$ cat src/rtl/spif_reg_pkg.sv
// Shared constants and state types for the SPIF HSSL register bank.
package spif_reg_pkg;

  // Address field layout
  localparam int SEC_BITS    = 3;
  localparam int IDX_BITS    = 4;
  localparam int APB_IDX_LSB = 2;
  localparam int APB_SEC_LSB = 6;
  localparam int PKT_IDX_LSB = 0;
  localparam int PKT_SEC_LSB = 4;

  // Section codes (code 7 is never decoded as a valid section)
  localparam logic [SEC_BITS-1:0] SEC_H = 3'd0;  // HSSL control
  localparam logic [SEC_BITS-1:0] SEC_K = 3'd1;  // router key
  localparam logic [SEC_BITS-1:0] SEC_M = 3'd2;  // router mask
  localparam logic [SEC_BITS-1:0] SEC_R = 3'd3;  // router route
  localparam logic [SEC_BITS-1:0] SEC_C = 3'd4;  // diagnostic counters
  localparam logic [SEC_BITS-1:0] SEC_A = 3'd5;  // mapper field mask
  localparam logic [SEC_BITS-1:0] SEC_S = 3'd6;  // mapper field shift

  // Read value returned for any invalid location
  localparam logic [31:0] DEAD_BEEF = 32'hdead_beef;

  typedef enum logic [1:0] {
    A_IDLE = 2'd0,
    A_ACC  = 2'd1,
    A_DONE = 2'd2
  } apb_state_t;

  typedef enum logic {
    P_IDLE  = 1'b0,
    P_REPLY = 1'b1
  } pkt_state_t;

endpackage

$ cat src/rtl/spif_sat_ctr.sv
// Saturating diagnostic counter: write > clear > increment, sticks at all-ones.
module spif_sat_ctr
  import spif_reg_pkg::*;
#(
  parameter int CTR_W = 32
) (
  input  logic             clk,
  input  logic             resetn,
  input  logic             wr,
  input  logic [CTR_W-1:0] wdata,
  input  logic             clr,
  input  logic             inc,
  output logic [CTR_W-1:0] cnt
);

  localparam logic [CTR_W-1:0] CTR_MAX = {CTR_W{1'b1}};
  localparam logic [CTR_W-1:0] CTR_ONE = CTR_W'(1'b1);

  logic [CTR_W-1:0] r_cnt;

  // Counter update; a clear that coincides with a strobe leaves one count behind
  always_ff @(posedge clk or negedge resetn) begin
    if (!resetn) begin
      r_cnt <= '0;
    end else if (wr) begin
      r_cnt <= wdata;
    end else if (clr) begin
      r_cnt <= inc ? CTR_ONE : '0;
    end else if (inc && (r_cnt != CTR_MAX)) begin
      r_cnt <= r_cnt + CTR_ONE;
    end else begin
      r_cnt <= r_cnt;
    end
  end

  assign cnt = r_cnt;

endmodule

$ cat src/rtl/spif_reg_bank_pn.sv
// SPIF HSSL configuration/diagnostic register bank with an APB slave port
// and an in-band packet request/reply port.
module spif_reg_bank_pn
  import spif_reg_pkg::*;
#(
  parameter int NUM_HREGS = 4,
  parameter int NUM_RREGS = 16,
  parameter int NUM_CREGS = 4,
  parameter int NUM_MREGS = 4,
  parameter int ROUTE_W   = 3,
  parameter int FSFT_W    = 5,
  parameter int CTR_W     = 32,
  parameter int CTR_COR   = 0,
  parameter int ADDR_W    = 40
) (
  input  logic                         clk,
  input  logic                         resetn,
  input  logic                         apb_psel_in,
  input  logic                         apb_penable_in,
  input  logic                         apb_pwrite_in,
  input  logic [ADDR_W-1:0]            apb_paddr_in,
  input  logic [31:0]                  apb_pwdata_in,
  output logic [31:0]                  apb_prdata_out,
  output logic                         apb_pready_out,
  output logic                         apb_pslverr_out,
  input  logic [7:0]                   prx_addr_in,
  input  logic [31:0]                  prx_data_in,
  input  logic                         prx_wr_in,
  input  logic                         prx_vld_in,
  output logic                         prx_rdy_out,
  output logic [7:0]                   prt_addr_out,
  output logic [31:0]                  prt_data_out,
  output logic                         prt_vld_out,
  input  logic                         prt_rdy_in,
  input  logic [NUM_CREGS-1:0]         ctr_cnt_in,
  output logic                         hssl_stop_out,
  output logic [31:0]                  mp_key_out,
  output logic [NUM_RREGS*32-1:0]      reg_rt_key_out,
  output logic [NUM_RREGS*32-1:0]      reg_rt_mask_out,
  output logic [NUM_RREGS*ROUTE_W-1:0] reg_rt_route_out,
  output logic [NUM_MREGS*32-1:0]      reg_mp_fmsk_out,
  output logic [NUM_MREGS*FSFT_W-1:0]  reg_mp_fsft_out
);

  // ---------------------------------------------------------------- state
  apb_state_t r_apb_state;
  pkt_state_t r_pkt_state;
  logic        r_pready;
  logic        r_pslverr;
  logic [31:0] r_prdata;
  logic        r_prx_rdy;
  logic        r_prt_vld;
  logic [31:0] r_prt_data;
  logic [7:0]  r_prt_addr;

  logic [31:0]        r_hreg     [NUM_HREGS];
  logic [31:0]        r_rt_key   [NUM_RREGS];
  logic [31:0]        r_rt_mask  [NUM_RREGS];
  logic [ROUTE_W-1:0] r_rt_route [NUM_RREGS];
  logic [31:0]        r_mp_fmsk  [NUM_MREGS];
  logic [FSFT_W-1:0]  r_mp_fsft  [NUM_MREGS];

  logic [NUM_CREGS*CTR_W-1:0] w_ctr_flat;
  logic [NUM_CREGS-1:0]       w_ctr_wr;
  logic [NUM_CREGS-1:0]       w_ctr_clr;

  // ---------------------------------------------------------------- decode
  logic [SEC_BITS-1:0] w_apb_sec, w_pkt_sec, w_wr_sec;
  logic [IDX_BITS-1:0] w_apb_idx, w_pkt_idx, w_wr_idx;
  logic                w_apb_ok, w_pkt_ok;
  logic                w_pkt_hs, w_pkt_wr, w_pkt_rd, w_apb_commit;
  logic                w_wr_en;
  logic [31:0]         w_wr_data;
  logic                w_unused;

  function automatic int sec_size(input logic [SEC_BITS-1:0] sec);
    int n;
    case (sec)
      SEC_H:               n = NUM_HREGS;
      SEC_K, SEC_M, SEC_R: n = NUM_RREGS;
      SEC_C:               n = NUM_CREGS;
      SEC_A, SEC_S:        n = NUM_MREGS;
      default:             n = 0;
    endcase
    return n;
  endfunction

  function automatic logic sec_valid(input logic [SEC_BITS-1:0] sec,
                                     input logic [IDX_BITS-1:0] idx);
    return (int'(idx) < sec_size(sec));
  endfunction

  // Read mux shared by both ports; narrow fields are zero-extended
  function automatic logic [31:0] rd_word(input logic [SEC_BITS-1:0] sec,
                                          input logic [IDX_BITS-1:0] idx);
    logic [31:0] v;
    v = DEAD_BEEF;
    if (sec_valid(sec, idx)) begin
      v = 32'h0000_0000;
      case (sec)
        SEC_H: for (int i = 0; i < NUM_HREGS; i++) if (int'(idx) == i) v = r_hreg[i];
        SEC_K: for (int i = 0; i < NUM_RREGS; i++) if (int'(idx) == i) v = r_rt_key[i];
        SEC_M: for (int i = 0; i < NUM_RREGS; i++) if (int'(idx) == i) v = r_rt_mask[i];
        SEC_R: for (int i = 0; i < NUM_RREGS; i++) if (int'(idx) == i) v[ROUTE_W-1:0] = r_rt_route[i];
        SEC_C: for (int i = 0; i < NUM_CREGS; i++) if (int'(idx) == i) v[CTR_W-1:0] = w_ctr_flat[i*CTR_W +: CTR_W];
        SEC_A: for (int i = 0; i < NUM_MREGS; i++) if (int'(idx) == i) v = r_mp_fmsk[i];
        SEC_S: for (int i = 0; i < NUM_MREGS; i++) if (int'(idx) == i) v[FSFT_W-1:0] = r_mp_fsft[i];
        default: v = DEAD_BEEF;
      endcase
    end
    return v;
  endfunction

  assign w_apb_sec = apb_paddr_in[APB_SEC_LSB +: SEC_BITS];
  assign w_apb_idx = apb_paddr_in[APB_IDX_LSB +: IDX_BITS];
  assign w_pkt_sec = prx_addr_in[PKT_SEC_LSB +: SEC_BITS];
  assign w_pkt_idx = prx_addr_in[PKT_IDX_LSB +: IDX_BITS];
  assign w_apb_ok  = sec_valid(w_apb_sec, w_apb_idx);
  assign w_pkt_ok  = sec_valid(w_pkt_sec, w_pkt_idx);
  assign w_unused  = ^{apb_paddr_in[ADDR_W-1:APB_SEC_LSB+SEC_BITS],
                       apb_paddr_in[APB_IDX_LSB-1:0], prx_addr_in[7]};

  // Any packet handshake owns the cycle, so the APB commit simply waits for a free one
  assign w_pkt_hs     = prx_vld_in & r_prx_rdy;
  assign w_pkt_wr     = w_pkt_hs & prx_wr_in;
  assign w_pkt_rd     = w_pkt_hs & ~prx_wr_in;
  assign w_apb_commit = (r_apb_state == A_ACC) & apb_psel_in & ~w_pkt_hs;

  // Single write port: at most one of packet write / APB write per cycle
  always_comb begin
    w_wr_en   = 1'b0;
    w_wr_sec  = '0;
    w_wr_idx  = '0;
    w_wr_data = 32'h0000_0000;
    if (w_pkt_wr) begin
      w_wr_en   = w_pkt_ok;
      w_wr_sec  = w_pkt_sec;
      w_wr_idx  = w_pkt_idx;
      w_wr_data = prx_data_in;
    end else if (w_apb_commit && apb_pwrite_in) begin
      w_wr_en   = w_apb_ok;
      w_wr_sec  = w_apb_sec;
      w_wr_idx  = w_apb_idx;
      w_wr_data = apb_pwdata_in;
    end else begin
      w_wr_en   = 1'b0;
    end
  end

  // Per-counter write and read-clear strobes
  always_comb begin
    w_ctr_wr  = '0;
    w_ctr_clr = '0;
    for (int i = 0; i < NUM_CREGS; i++) begin
      w_ctr_wr[i]  = w_wr_en && (w_wr_sec == SEC_C) && (int'(w_wr_idx) == i);
      w_ctr_clr[i] = (CTR_COR != 0) && w_apb_commit && !apb_pwrite_in && w_apb_ok &&
                     (w_apb_sec == SEC_C) && (int'(w_apb_idx) == i);
    end
  end

  // Configuration register storage, truncated to field width on write
  always_ff @(posedge clk or negedge resetn) begin
    if (!resetn) begin
      for (int i = 0; i < NUM_HREGS; i++) r_hreg[i] <= '0;
      for (int i = 0; i < NUM_RREGS; i++) begin
        r_rt_key[i]   <= '0;
        r_rt_mask[i]  <= '0;
        r_rt_route[i] <= '0;
      end
      for (int i = 0; i < NUM_MREGS; i++) begin
        r_mp_fmsk[i] <= '0;
        r_mp_fsft[i] <= '0;
      end
    end else if (w_wr_en) begin
      case (w_wr_sec)
        SEC_H: for (int i = 0; i < NUM_HREGS; i++) if (int'(w_wr_idx) == i) r_hreg[i] <= w_wr_data;
        SEC_K: for (int i = 0; i < NUM_RREGS; i++) if (int'(w_wr_idx) == i) r_rt_key[i] <= w_wr_data;
        SEC_M: for (int i = 0; i < NUM_RREGS; i++) if (int'(w_wr_idx) == i) r_rt_mask[i] <= w_wr_data;
        SEC_R: for (int i = 0; i < NUM_RREGS; i++) if (int'(w_wr_idx) == i) r_rt_route[i] <= w_wr_data[ROUTE_W-1:0];
        SEC_A: for (int i = 0; i < NUM_MREGS; i++) if (int'(w_wr_idx) == i) r_mp_fmsk[i] <= w_wr_data;
        SEC_S: for (int i = 0; i < NUM_MREGS; i++) if (int'(w_wr_idx) == i) r_mp_fsft[i] <= w_wr_data[FSFT_W-1:0];
        default: ;
      endcase
    end
  end

  for (genvar g = 0; g < NUM_CREGS; g++) begin : g_ctr
    spif_sat_ctr #(
      .CTR_W (CTR_W)
    ) u_ctr (
      .clk    (clk),
      .resetn (resetn),
      .wr     (w_ctr_wr[g]),
      .wdata  (w_wr_data[CTR_W-1:0]),
      .clr    (w_ctr_clr[g]),
      .inc    (ctr_cnt_in[g]),
      .cnt    (w_ctr_flat[g*CTR_W +: CTR_W])
    );
  end

  // APB slave FSM; pready is a one-cycle pulse in A_DONE with prdata/pslverr
  always_ff @(posedge clk or negedge resetn) begin
    if (!resetn) begin
      r_apb_state <= A_IDLE;
      r_pready    <= 1'b0;
      r_pslverr   <= 1'b0;
      r_prdata    <= 32'h0000_0000;
    end else begin
      case (r_apb_state)
        A_IDLE: begin
          r_pready  <= 1'b0;
          r_pslverr <= 1'b0;
          if (apb_psel_in && apb_penable_in) r_apb_state <= A_ACC;
        end
        A_ACC: begin
          if (!apb_psel_in) begin
            r_apb_state <= A_IDLE;
          end else if (w_pkt_hs) begin
            r_apb_state <= A_ACC;
          end else begin
            r_apb_state <= A_DONE;
            r_pready    <= 1'b1;
            r_pslverr   <= ~w_apb_ok;
            r_prdata    <= apb_pwrite_in ? 32'h0000_0000 : rd_word(w_apb_sec, w_apb_idx);
          end
        end
        A_DONE: begin
          r_apb_state <= A_IDLE;
          r_pready    <= 1'b0;
          r_pslverr   <= 1'b0;
        end
        default: begin
          r_apb_state <= A_IDLE;
          r_pready    <= 1'b0;
          r_pslverr   <= 1'b0;
        end
      endcase
    end
  end

  // Packet FSM; ready comes up one cycle after reset and drops while a reply is pending
  always_ff @(posedge clk or negedge resetn) begin
    if (!resetn) begin
      r_pkt_state <= P_IDLE;
      r_prx_rdy   <= 1'b0;
      r_prt_vld   <= 1'b0;
      r_prt_data  <= 32'h0000_0000;
      r_prt_addr  <= 8'h00;
    end else begin
      case (r_pkt_state)
        P_IDLE: begin
          if (w_pkt_rd) begin
            r_pkt_state <= P_REPLY;
            r_prx_rdy   <= 1'b0;
            r_prt_vld   <= 1'b1;
            r_prt_data  <= rd_word(w_pkt_sec, w_pkt_idx);
            r_prt_addr  <= prx_addr_in;
          end else begin
            r_prx_rdy   <= 1'b1;
          end
        end
        P_REPLY: begin
          if (prt_rdy_in) begin
            r_pkt_state <= P_IDLE;
            r_prt_vld   <= 1'b0;
            r_prx_rdy   <= 1'b1;
          end
        end
        default: begin
          r_pkt_state <= P_IDLE;
          r_prt_vld   <= 1'b0;
          r_prx_rdy   <= 1'b0;
        end
      endcase
    end
  end

  // Flatten the table registers onto the router/mapper buses
  always_comb begin
    reg_rt_key_out   = '0;
    reg_rt_mask_out  = '0;
    reg_rt_route_out = '0;
    reg_mp_fmsk_out  = '0;
    reg_mp_fsft_out  = '0;
    for (int i = 0; i < NUM_RREGS; i++) begin
      reg_rt_key_out[32*i +: 32]             = r_rt_key[i];
      reg_rt_mask_out[32*i +: 32]            = r_rt_mask[i];
      reg_rt_route_out[ROUTE_W*i +: ROUTE_W] = r_rt_route[i];
    end
    for (int i = 0; i < NUM_MREGS; i++) begin
      reg_mp_fmsk_out[32*i +: 32]          = r_mp_fmsk[i];
      reg_mp_fsft_out[FSFT_W*i +: FSFT_W]  = r_mp_fsft[i];
    end
  end

  assign hssl_stop_out   = r_hreg[0][0];
  assign mp_key_out      = r_hreg[1];
  assign apb_prdata_out  = r_prdata;
  assign apb_pready_out  = r_pready;
  assign apb_pslverr_out = r_pslverr;
  assign prx_rdy_out     = r_prx_rdy;
  assign prt_vld_out     = r_prt_vld;
  assign prt_data_out    = r_prt_data;
  assign prt_addr_out    = r_prt_addr;

endmodule

$ cat config.mk
export PLATFORM = sky130hd
export DESIGN_NAME = spif_reg_bank_pn
export DESIGN_NICKNAME = d
export VERILOG_FILES = /design/src/rtl/spif_reg_pkg.sv /design/src/rtl/spif_sat_ctr.sv /design/src/rtl/spif_reg_bank_pn.sv
export SDC_FILE = /design/constraint.sdc
export NUM_CORES = 2
export LEC_CHECK = 0
export ABC_CLOCK_PERIOD_IN_PS = 3300
export BUFFER_PORTS_ARGS = -buffer_cell sky130_fd_sc_hd__buf_2
export CAP_MARGIN = 0
export CORE_AREA = 2 2 563 565
export DETAILED_ROUTE_END_ITERATION = 6
export DIE_AREA = 0 0 565 567
export SYNTH_ARGS = -nofsm -noshare
export SYNTH_HDL_FRONTEND = slang
export SYNTH_HIERARCHICAL = 1
export SYNTH_SLANG_ARGS = --single-unit
$ cat constraint.sdc
create_clock -name clk -period 3.3 [get_ports clk]
set_input_delay 0 -clock clk [delete_from_list [all_inputs] [get_ports clk]]
set_output_delay 0 -clock clk [all_outputs]
set_load 0.05 [all_outputs]
Word-level counts from Yosys, hierarchy flattened

Cells that the tools add are included.

Flip-flop bits (word level): 1555
Word-level logic and storage cells: 434

Add/sub/neg operators: 4
Order comparisons: 4
Equal/unequal tests: 73
Mux-type cells: 179
Bitwise operators: 9
Reductions and logical operators: 92

Operators by type and width:

| operator                                                              | count |
|---|---|
| 32-bit two-way mux                                                    | 106 |
| 27-bit case mux with 6 select lines                                   | 2 |
| 3-bit AND reduction                                                   | 61 |
| 32-bit by 1-bit adder with 32-bit output, second input constant       | 4 |
| 5-bit by 32-bit less-than comparator with 1-bit output                | 4 |
| 32-bit inequality test, second input constant                         | 4 |
| 3-bit two-way mux                                                     | 34 |
| 4-bit equality test, second input constant                            | 24 |
| 4-bit by 3-bit equality test with 1-bit output, second input constant | 12 |
| 3-bit case mux with 7 select lines                                    | 2 |
| 5-bit two-way mux                                                     | 8 |
| 2-bit case mux with 7 select lines                                    | 2 |
| 3-bit equality test, second input constant                            | 9 |
| 4-bit by 2-bit equality test with 1-bit output, second input constant | 6 |
| 5-bit case mux with 2 select lines                                    | 2 |
| 3-bit by 2-bit equality test with 1-bit output, second input constant | 6 |
| 1-bit two-way mux                                                     | 14 |
| 4-bit by 1-bit equality test with 1-bit output, second input constant | 3 |
| 4-bit zero test                                                       | 3 |
| 1-bit logical AND                                                     | 11 |
| 2-bit inequality test, second input constant                          | 5 |
| 3-bit by 1-bit equality test with 1-bit output, second input constant | 3 |
| 3-bit zero test                                                       | 3 |
| 4-bit two-way mux                                                     | 2 |
| other kinds (12)                                                      | 31 |

Logic depth before layout (Yosys ltp)

Word-level depth: 20
Depth in mapped cells: 16
Mapped depth without buffers: 10

Modules after synthesis

Netlist, hierarchy kept.

By module, submodules not included:

| module                        | times used | cells an instance | area an instance (um^2) | sequential area each (um^2) |
|---|---|---|---|---|
| spif_reg_bank_pn              | 1          | 9014              | 80353.3                 | 35709.2 |
| spif_sat_ctr (g_ctr[3].u_ctr) | 1          | 270               | 2319.7                  | 800.8 |
| spif_sat_ctr (g_ctr[2].u_ctr) | 1          | 265               | 2296.0                  | 800.8 |
| spif_sat_ctr (g_ctr[1].u_ctr) | 1          | 278               | 2257.2                  | 800.8 |
| spif_sat_ctr (g_ctr[0].u_ctr) | 1          | 260               | 2249.7                  | 800.8 |

Worst setup path before layout

No wires, ideal clock.

Path kind: reg-to-reg
Start: register r_prx_rdy (netlist: prx_rdy_out)
End: register g_ctr[0].u_ctr.r_cnt[22]
Data arrival time: 3191 ps
Data required time: 3204 ps
Path slack: 13 ps
Stages on the path, launching flop included: 14
Period minus slack after synthesis: 3287 ps
Path through: dfrtp_1 > buf_2 > a21boi_4 > nand3_2 > o32ai_4 > buf_6 > buf_8 > nand2_1 > nor2_1 > clkbuf_1 > clkbuf_1 > clkbuf_1 > nand2_1 > o31ai_1

Word-level cells in the longest chain between the ends: 10
Elaborated cells between the ends (all ways): 19

RTL lines:

| item                                                            | line                    | text |
|---|---|---|
| from (decl)                                                     | spif_reg_bank_pn.sv:51  | `logic r_prx_rdy;` |
| from (signal assigned)                                          | spif_reg_bank_pn.sv:245 | `r_prx_rdy <= 1'b0;` |
| from (signal assigned)                                          | spif_reg_bank_pn.sv:254 | `r_prx_rdy <= 1'b0;` |
| from (signal assigned)                                          | spif_reg_bank_pn.sv:259 | `r_prx_rdy <= 1'b1;` |
| 1-bit bitwise AND (*)                                           | spif_reg_bank_pn.sv:124 | `assign w_pkt_hs = prx_vld_in & r_prx_rdy;` |
| 1-bit inverter (no source line)                                 | --                      |  |
| 1-bit bitwise AND                                               | spif_reg_bank_pn.sv:127 | `assign w_apb_commit = (r_apb_state == A_ACC) & apb_psel_in & ~w_pkt_hs;` |
| 1-bit logical AND                                               | spif_reg_bank_pn.sv:140 | `end else if (w_apb_commit && apb_pwrite_in) begin` |
| 3-bit two-way mux                                               | spif_reg_bank_pn.sv:140 |  |
| 3-bit two-way mux                                               | spif_reg_bank_pn.sv:135 | `if (w_pkt_wr) begin` |
| 3-bit equality test                                             | spif_reg_bank_pn.sv:155 | `w_ctr_wr[i] = w_wr_en && (w_wr_sec == SEC_C) && (int'(w_wr_idx) == i);` |
| 1-bit logical AND                                               | spif_reg_bank_pn.sv:155 |  |
| 1-bit logical AND (*)                                           | spif_reg_bank_pn.sv:155 |  |
| named net w_ctr_wr[0]                                           | spif_reg_bank_pn.sv:64  | `logic [NUM_CREGS-1:0] w_ctr_wr;` |
| 32-bit two-way mux / 2-bit nonzero test (equally long branches) | --                      |  |
| to (signal assigned)                                            | spif_sat_ctr.sv:26      | `r_cnt <= wdata;` |
| to (signal assigned)                                            | spif_sat_ctr.sv:28      | `r_cnt <= inc ? CTR_ONE : '0;` |
| to (signal assigned)                                            | spif_sat_ctr.sv:30      | `r_cnt <= r_cnt + CTR_ONE;` |
| to (decl)                                                       | spif_sat_ctr.sv:19      | `logic [CTR_W-1:0] r_cnt;` |

The timed path passes the listed nets; every way through them passes the cells marked *.
A chain may end at the register's enable or synchronous reset.

Worst setup path after layout

Start: register r_prx_rdy (netlist: prx_rdy_out)
End: register r_prdata[4] (netlist: apb_prdata_out[4])

Word-level cells in the longest chain between the ends: 3

RTL lines:

| item                                 | line                    | text |
|---|---|---|
| 1-bit bitwise AND                    | spif_reg_bank_pn.sv:124 |  |
| 1-bit inverter (no source line)      | --                      |  |
| 3-bit AND reduction (no source line) | --                      |  |
| to (signal assigned)                 | spif_reg_bank_pn.sv:224 | `r_prdata <= apb_pwrite_in ? 32'h0000_0000 : rd_word(w_apb_sec, w_apb_idx);` |
| to (decl)                            | spif_reg_bank_pn.sv:50  | `logic [31:0] r_prdata;` |

No other way between the ends.

==> flow_metrics.tcl <==
set metrics [dict create \
    outcome "finished with violations" \
    yosys.cell_count.top_type "dfrtp_1" \
    cp-startpoint "prx_rdy_out" \
    endpoint "apb_prdata_out[4]" \
    synth_area_leaders "dfrtp_1 (43%), o21ai_0 (7.7%), nand2_1 (6.5%)" \
    critPathKind "register to register" \
    crit-reg2reg-launch "prx_rdy_out" \
    ant_nets 0 \
    final_area_sq_mm 0.115 \
    setup_viol 6 \
    htreeDepth 4 \
    core_sq_mm 0.314 \
    clkSlewWorstSetupHoldPaths_ns 0.06 \
    seqPwrFrac_pct 38.6 \
    skew_ns 0.0878 \
    placed_area_sq_mm 0.107 \
    avgSynthCellArea_sq_um 8.87 \
    drt-total-wl_microns 788000 \
    max_freq_mhz 301 \
    ir_worst_vdd_mv 0.435 \
    min_path_cells 6 \
    power_frac_clock_pct 43.6 \
    finalCriticalPeriod_ns 3.32 \
    first_pass_iters 7 \
    hold_ws_ns 0.00501 \
    drc 67 \
    hpwlAfterDp_microns 602000 \
    p_switching_w 0.0174 \
    hold_viol_final 0 \
    async_flop_share_pct 100 \
    num_rows 206 \
    antenna_found_initial 117 \
    worst_slack_ns -0.0237 \
    cts_buffers 192 \
    hp-class "input port to register" \
    insertion_delay_ns 0.95 \
    yosysTopAreaCellShare_pct 43.5 \
    p_sw_share_pct 33.3 \
    violations "DRC, setup timing" \
    syn_inst 10100 \
    worstSetupEndpointType "register" \
    leakagePower_nw 52.1 \
    r2r_slack_ns -0.02 \
    synth_commonest_cells "dfrtp_1 (1555), nand2_1 (1546), o21ai_0 (1378)" \
    tightestPinTransition_ns 1.47 \
    power.internal_w 0.0348 \
    yosys_register_bits 1555 \
    finalCritPeriodShare_pct 101 \
    clockBufferDepth 4 \
    startpoint_type "register" \
    yosys.area.top_type "dfrtp_1" \
    slew_headroom_pct 1.88 \
    die_area_sq_mm 0.320 \
    syn-cell-area_sq_mm 0.0895 \
    synth_edf_count 0 \
    layout.nets 11800 \
    drv_slew 0 \
    grtUsageTotal_pct 47.4 \
    dr.first_iter.drc_count 21300 \
    tritoncts_num_sinks 1555 \
    cp.arrival_ns 4.15 \
    overflow 0 \
    gp_congestion 1.16 \
    synthFlopType "dfrtp_1" \
    start_util_pct 28.5 \
    comb_power_share_pct 17.7 \
    drv_cap 0 \
    grt_pass1_vias 95700 \
    via_count 108000 \
    die_h_microns 567 \
    cts-root-buf "clkbuf_16" \
    r2r-end "apb_prdata_out[4]" \
    syn_to_final_growth_pct 28.0 \
    grt_pass1_wl_microns 1010000 \
    numPortBuffers 1419 \
    via_per_inst 6.74 \
    yosys.cell_types.count 126 \
    yosys_warnings 6 \
    crit_required_ns 4.13 \
    seq_area_frac_synth_pct 43.5 \
    dp_slack_ns -0.179 \
    io_pins 1453 \
    crit_fanout 9 \
    drt-wirelength-per-cell_microns 49.1 \
    p_per_area_mw_per_mm2 455 \
    ff2ff_path_depth 8 \
    die_w_microns 565 \
    grt_max_degree 122 \
    cts_tree "yes" \
    layout-drive-gt1-share_pct 27.6 \
]
## worst max-delay path: stages (launching register included)
cell	delay, ns
dfrtp_2	0.49
a21boi_4	0.25
buf_4	0.16
nand2_2	0.07
inv_1	0.24
nand2_2	0.21
nor2_2	0.90
o221ai_1	0.67
o2111ai_1	0.28
## layout make-up
class / count / area (sq um)
antenna: 77 / 193
clock buffer: 257 / 5440
clock inverter: 75 / 996
fill: 32400 / 199000
inverter: 106 / 420
multi-input combinational: 7411 / 46600
sequential: 1555 / 38900
tap: 4160 / 5200
timing repair buffer: 2402 / 16800
## sequential cells by signal, summed over array words and instances, names as in the netlist
name / flops
reg_rt_key_out: 512
reg_rt_mask_out: 512
g_ctr.u_ctr/cnt: 128
reg_mp_fmsk_out: 128
r_hreg: 95
reg_rt_route_out: 48
apb_prdata_out: 32
mp_key_out: 32
prt_data_out: 32
reg_mp_fsft_out: 20
prt_addr_out: 8
r_apb_state: 2
apb_pready_out: 1
apb_pslverr_out: 1
hssl_stop_out: 1
prt_vld_out: 1
prx_rdy_out: 1
r_pkt_state: 1
## logic make-up (layout without fill, tap and decap cells)
kind of cell	count (synthesis)	in the layout	share of synthesized area, %
AOI/OAI and AO/OA	3699	3699	26.0
buffers and inverters	1131	2840	5.48
muxes	694	694	9.71
other	1	88	0.00419
DFF	1555	1555	43.5
and+or+nand+nor	2975	2975	15.0
adders and majority gates	4	4	0.0559
xor gates and xnor gates	28	28	0.274
## what timing repair did
item | CTS | global route
buffers inserted | 0 | 3
endpoints found under the hold margin | 2800 | 0
endpoints found under the setup margin | 1 | 95
gates resized for setup | 1 | 9
pin swaps | 0 | 2
hold buffers | 99 | 0
## through the flow
stage / util [%] / power, W / TNS (ns) / cells
floorplan: - / 0.0240 / 0 / 10100
global placement: 34.0 / 0.0289 / -0.218 / 15500
detailed placement: 34.0 / 0.0289 / -0.179 / 15500
CTS: 36.4 / 0.0513 / 0 / 16000
global route: 36.4 / 0.0525 / -0.0130 / 16000
finish: 36.5 / 0.0521 / -0.0861 / 16000
## cells in the final DEF (no fill, tap or decap), drive strengths merged, types with 109 or more instances in the layout
master	n
a221oi	118
nor3	119
a22oi	250
o21ai	1535
dfrtp	1555
clkbuf	261
buf	2301
o221ai	114
nand2	1547
mux2	242
mux2i	337
mux4	115
nor2	655
a21oi	706
inv	109
nand3	147
o22ai	142
## power groups by stage
stage               Sequential, W  Clock, W  Combinational, W
floorplan                  0.0213         0           0.00270
global placement           0.0204         0           0.00851
detailed placement         0.0204         0           0.00852
CTS                        0.0201    0.0225           0.00866
global route               0.0201    0.0233           0.00908
finish                     0.0201    0.0227           0.00924
## per-layer routing
| layer | share of wire, % | vias to the layer above | global-route usage (%) |
|---|---|---|---|
| met3 | 16 | 3050 | 24.3 |
| met5 | 0.11 | - | 0.934 |
| met1 | 34 | 53600 | 54.5 |
| met4 | 12 | 58 | 42.9 |
| met2 | 38 | 11100 | 63.0 |
| li1 | - | 40400 | - |
## worst min path at each step
stage                   startpoint  slack [ns]                  end
global placement            resetn       -0.06  reg_mp_fmsk_out[70]
floorplan                   resetn       -0.30    apb_prdata_out[0]
global route        prx_addr_in[0]        0.02      prt_data_out[4]
finish              prx_addr_in[0]       0.005      prt_data_out[4]
CTS                     prt_rdy_in        0.01          r_pkt_state
detailed placement          resetn       -0.06        mp_key_out[6]
Power figures use the tool's default switching activity.
